**src/rtl/pipeline_stall_controller.sv**
```systemverilog
// Central stall/flush sequencer for the 5-stage pipeline: hazard arbitration,
// multi-cycle mul/div sequencing and a saturating stall-cycle statistic.
//
// state   | meaning
// --------+----------------------------------------------------------------
// RUN     | normal flow; hazards arbitrated cycle by cycle
// MD_WAIT | mul/div occupying EX; md_cnt counts remaining stall cycles,
//         | md_cnt == 0 is the release cycle (md_done)
`timescale 1ns/1ps
module pipeline_stall_controller #(
   parameter int MD_LAT      = 4,
   parameter int STALL_CNT_W = 16
) (
   input  logic                   clk,
   input  logic                   rst_n,
   input  logic                   load_use_hz,
   input  logic                   md_start,
   input  logic                   mem_access,
   input  logic                   dmem_ready,
   input  logic                   branch_taken,
   output logic                   pc_write,
   output logic                   ifid_write,
   output logic                   idex_write,
   output logic                   exmem_write,
   output logic                   ifid_flush,
   output logic                   idex_bubble,
   output logic                   exmem_bubble,
   output logic                   memwb_bubble,
   output logic                   md_busy,
   output logic                   md_done,
   output logic [STALL_CNT_W-1:0] stall_count
);

   typedef enum logic {
      RUN     = 1'b0,
      MD_WAIT = 1'b1
   } state_t;

   localparam logic [7:0] MD_CNT_INIT = 8'(MD_LAT - 2);

   state_t     state;
   state_t     state_nxt;
   logic [7:0] md_cnt;
   logic [7:0] md_cnt_nxt;
   logic       mem_freeze;

   assign mem_freeze = mem_access & ~dmem_ready;

   always_comb begin
      pc_write     = 1'b1;
      ifid_write   = 1'b1;
      idex_write   = 1'b1;
      exmem_write  = 1'b1;
      ifid_flush   = 1'b0;
      idex_bubble  = 1'b0;
      exmem_bubble = 1'b0;
      memwb_bubble = 1'b0;
      md_busy      = 1'b0;
      md_done      = 1'b0;
      state_nxt    = state;
      md_cnt_nxt   = md_cnt;

      if (mem_freeze) begin
         pc_write     = 1'b0;
         ifid_write   = 1'b0;
         idex_write   = 1'b0;
         exmem_write  = 1'b0;
         memwb_bubble = 1'b1;
      end else if (state == MD_WAIT && md_cnt != 8'd0) begin
         pc_write     = 1'b0;
         ifid_write   = 1'b0;
         idex_write   = 1'b0;
         exmem_bubble = 1'b1;
         md_busy      = 1'b1;
         md_cnt_nxt   = md_cnt - 8'd1;
      end else if (state == RUN && md_start) begin
         pc_write     = 1'b0;
         ifid_write   = 1'b0;
         idex_write   = 1'b0;
         exmem_bubble = 1'b1;
         md_busy      = 1'b1;
         state_nxt    = MD_WAIT;
         md_cnt_nxt   = MD_CNT_INIT;
      end else begin
         // release cycle masks md_start; the op still in EX is the one finishing
         if (state == MD_WAIT) begin
            md_done   = 1'b1;
            state_nxt = RUN;
         end
         if (branch_taken) begin
            ifid_flush  = 1'b1;
            idex_bubble = 1'b1;
         end else if (load_use_hz) begin
            pc_write    = 1'b0;
            ifid_write  = 1'b0;
            idex_bubble = 1'b1;
         end
      end
   end

   always_ff @(posedge clk or negedge rst_n) begin
      if (!rst_n) begin
         state  <= RUN;
         md_cnt <= 8'd0;
      end else begin
         state  <= state_nxt;
         md_cnt <= md_cnt_nxt;
      end
   end

   always_ff @(posedge clk or negedge rst_n) begin
      if (!rst_n) begin
         stall_count <= '0;
      end else if (!pc_write && stall_count != '1) begin
         stall_count <= stall_count + 1'b1;
      end
   end

endmodule

```
**config.mk**
```make
export PLATFORM = sky130hd
export DESIGN_NAME = pipeline_stall_controller
export DESIGN_NICKNAME = d
export VERILOG_FILES = /design/src/rtl/pipeline_stall_controller.sv
export SDC_FILE = /design/constraint.sdc
export NUM_CORES = 1
export LEC_CHECK = 0
export BUFFER_PORTS_ARGS = -buffer_cell sky130_fd_sc_hd__buf_4
export CAP_MARGIN = 10
export CORE_MARGIN = 2
export CORE_UTILIZATION = 45
export CTS_CLUSTER_DIAMETER = 40
export DETAILED_ROUTE_END_ITERATION = 8
export GPL_TIMING_DRIVEN = 0
export HOLD_SLACK_MARGIN = 0.08
export PLACE_DENSITY = 0.71
export SETUP_SLACK_MARGIN = 0.05
export SYNTH_ARGS = -nofsm -noshare
export SYNTH_HDL_FRONTEND = slang
export SYNTH_SLANG_ARGS = --single-unit
```
**constraint.sdc**
```tcl
create_clock -name clk -period 2.1 [get_ports clk]
set_input_delay 0.525 -clock clk [delete_from_list [all_inputs] [get_ports clk]]
set_output_delay 0.525 -clock clk [all_outputs]
set_load 0.005 [all_outputs]
```
After elaboration in Yosys (flattened, before gate mapping) --
Cells that the tools add are included.
Word-level totals: output and inout bits 26, word-level logic and storage cells 47, bits of input ports 7, flip-flop bits (word level) 25
Operators by class: reductions and logical operators 8, bitwise gates (word level) 5, equality and inequality tests 1, $add $sub $neg 2, multiplexer cells 28
Operators with widths (count):
- $mux 1 | 26
- $add 16x1->16 const B | 1
- $mux 8 | 2
- $ne 16x16->1 const B | 1
- $reduce_bool 8->1 | 1
- $sub 8x1->8 const B | 1
- $not 1->1 | 4
- $reduce_and 2->1 | 2
- $logic_and 1x1->1 | 3
- $reduce_bool 2->1 | 1
- $and 1x1->1 | 1
- $logic_not 1->1 | 1

Logic depth before layout (Yosys ltp) --
depth in word-level cells 7, depth in mapped cells 7

Worst setup path before layout --
OpenSTA, ideal clock, no wires.
path kind reg-to-output, start point reg md_cnt[4], end point out pc_write, path buffers 1, setup slack 0.216 ns, data required time 1.575 ns, arrival time 1.359 ns, stages on the path, launching flop included 5, cells stage by stage dfrtp_1 nor4_4 a41oi_2 nor2_4 buf_4
Between the ends: word-level cells in the longest chain between the ends 4
Ends and longest elaborated chain:
- start, declared | line 43 | logic [7:0] md_cnt;
- start signal, assigned | line 107 | md_cnt <= md_cnt_nxt;
- $reduce_bool 8->1 | line 69 | end else if (state == MD_WAIT && md_cnt != 8'd0) begin
- $logic_and 1x1->1 | line 69
- $mux 1 (2 in a row)
- end, declared | line 21 | output logic pc_write,
No other way between the ends.

Worst setup path after layout --
start point reg md_cnt[3], end point out ifid_flush
Between the ends: word-level cells in the longest chain between the ends 4
Ends and longest elaborated chain:
- $reduce_bool 8->1 | line 69
- $logic_and 1x1->1 | line 69
- $mux 1 | line 69
- $mux 1 | line 63 | if (mem_freeze) begin
- end, declared | line 25 | output logic ifid_flush,
No other way between the ends.

==> qor.yml <==
synth_edf_count: 0
fin_crit_ns: 2.274
timing.max_cap.violations: 0
path_class: "reg2out"
critical_path.max_stage_delay_ns: 0.45
fin_setup_tns_ns: -1.051
cts_tree: "yes"
dieArea_um2: 3547
root_buffer: "clkbuf_4"
hpwl_um: 2074
clk_pin_slew_ns: 0.15
antenna_found_initial: 0
vias: 1121
synth_top_area_cell: "dfrtp_1"
syn_area_um2: 1389
drc: 0
multiInputGateArea_um2: 758.2
ys_seq_area_share_pct: 45.05
diodes: 0
initialDrtViolationCount: 20
h-tree-depth: 1
ant_nets: 0
worstPathArrival_ns: 1.75
drive_gt1_share_pct: 43.89
grt_usage_pct: 18.05
clk-insertion-delay-late_ns: 0.33
peakVddDrop_mv: 0.5977
grt_overflow_total: 0
max_freq_ghz: 0.4398
via_per_inst: 5.263
path_cells: "nor4_4 -> a41oi_4 -> nor2_2 -> and2_1 -> buf_4"
synth_area_leaders: "dfrtp_1 (45%), xor2_1 (6.9%), xnor2_1 (6.3%), nor4b_2 (4.3%), nand2_1 (3.2%)"
clock_path_buffers: 2
fin_crit_sh_pct: 108.3
stdcell_count: 213
die_w_um: 59.56
slowest_stage: "dfrtp_2"
path_buf_inv: 1
cts.sinks: 25
seqCellArea_um2: 628.1
p_leak_nw: 0.8659
placed_area_um2: 1670
nNetsFinal: 191
max_slew_margin_pct: 45.97
violations: "setup timing"
netlist_instances: 126
max_slew.worst_pin.slew_ns: 0.8088
io_buffers: 32
grt_pass1_wl_um: 4823
wl_per_cell_um: 14.23
dpl_worst_slack_ns: -0.09293
start_kind: "register"
async_flop_share_pct: 100.0
gp_congestion: 0.8076
status: "finished, violations left"
ys_dominant_reg_cell: "dfrtp_1"
syn_to_final_growth_pct: 37.84
grt_pass1_vias: 1057
path_max_fanout: 4
utilization_pct: 63.75
fillers: 252
critical_path.endpoint_type: "output port"
finClkSkew_ns: 0.01632
final_common_cell: "buf_4"
yosysTopAreaCellShare_pct: 45.05
avgSynthCellArea_um2: 11.02
setup_ws_ns: -0.1735
drt_pass1_iterations: 4
finalSetupViolCount: 8
worstHoldPathType: "in2reg"
synth-seq-cells: 25
hold_viol: 0
floorplan.core_area_um2: 3003
syn_nets: 136
power_mw: 2.218
ys_warn_count: 0
ys_types: 35
drt_wl_total_um: 3032
rows: 20
cts_made_buffers: 3
final_cell_mix: "buf_4 (42), dfrtp_1 (23), nor2_1 (11), nand2_1 (11), xor2_1 (11)"
ios: 33
start_util_pct: 46.25
rsz0062_at_grt: "true"
cp.required_ns: 1.57
drv_slew: 0
hold-worst-slack_ns: 0.4517
fin_area_um2: 1914
dp_cells: 191
grt_start_max_net_pins: 26
p_per_area_nw_per_um2: 1159
die_height_um: 59.56
critPathTopFamily: "simple AND/OR/NAND/NOR gates"
## cells in the mapped netlist (2+ instances only)
cell       n
ha_1       3
nand3_1    4
dfrtp_1   25
nand4_1    7
o211ai_1   2
nor2_1    12
inv_1      4
nand2_1   12
o21ai_0    3
nor3_1     5
buf_4      2
xnor2_1   10
nor4b_2    4
nor4_1     2
xor2_1    11
## where the power goes
part | leakage, nW | switching (mW) | internal, mW | total [mW]
registers | 0.309 | 0.204 | 0.642 | 0.846
clock network | 0.0139 | 0.153 | 0.0729 | 0.225
logic | 0.543 | 0.476 | 0.672 | 1.15
## layer usage
layer | up-vias | routed length [um] | track usage, %
li1 | 549 | - | -
met1 | 550 | 1328 | 24.27
met2 | 18 | 1606 | 29.98
met3 | 4 | 69 | 3.275
met4 | 0 | 27 | 4.762
met5 | - | 0 | 0
## final cells by class
class                           instances  area share [%]
Sequential cell                        25           32.81
Buffer                                  3           1.765
Multi-Input combinational cell         93           39.61
Clock inverter                          1          0.3922
Clock buffer                            3           1.176
Timing Repair Buffer                   50           21.11
Inverter                                5          0.9804
Tap cell                               33           2.157
## path summary, 6_finish.rpt
kind,to,startpoint,slack [ns],cells past startpoint
setup / recovery,ifid_flush,md_cnt[3]$_DFFE_PN0P_,-0.17,5
hold / removal,state$_DFFE_PN0P_,dmem_ready,0.45,4
setup reg to reg,stall_count[1]$_DFFE_PN0P_,stall_count[0]$_DFFE_PN0P_,0.11,6
hold reg to reg,stall_count[15]$_DFFE_PN0P_,stall_count[15]$_DFFE_PN0P_,0.51,1
max in group asynchronous,stall_count[15]$_DFFE_PN0P_,rst_n,1.23,2
min in group asynchronous,state$_DFFE_PN0P_,rst_n,0.61,2
## worst register-to-register path, cell delays in order, from the launching register on
cell	delay, ns
dfrtp_1	0.44
ha_1	0.21
nand4_1	0.24
nor4b_4	0.38
o21ba_1	0.20
buf_6	0.14
mux2_4	0.29
## sequential cells by signal (all words and copies together), names as in the netlist
| register | flops |
|---|---|
| stall_count | 16 |
| md_cnt | 8 |
| state | 1 |
## kinds of logic after synthesis
group	Yosys count	share of synthesized area, %
and+or+nand+nor	58	28.38
DFF	25	45.05
adders and majority gates	3	2.703
muxes	1	1.081
AOI/OAI and AO/OA	10	6.306
xor gates and xnor gates	21	13.24
buffers and inverters	8	3.242
## timing repair
action | 4_1_cts | 5_1_grt
setup endpoints to repair | 8 | 13
hold endpoints to repair | 8 | 0
pin swaps | 7 | 5
resized for setup | 15 | 6
gates cloned | 0 | 0
hold buffers | 1 | 0
setup buffers | 14 | 3
Power figures use the tool's default switching activity.
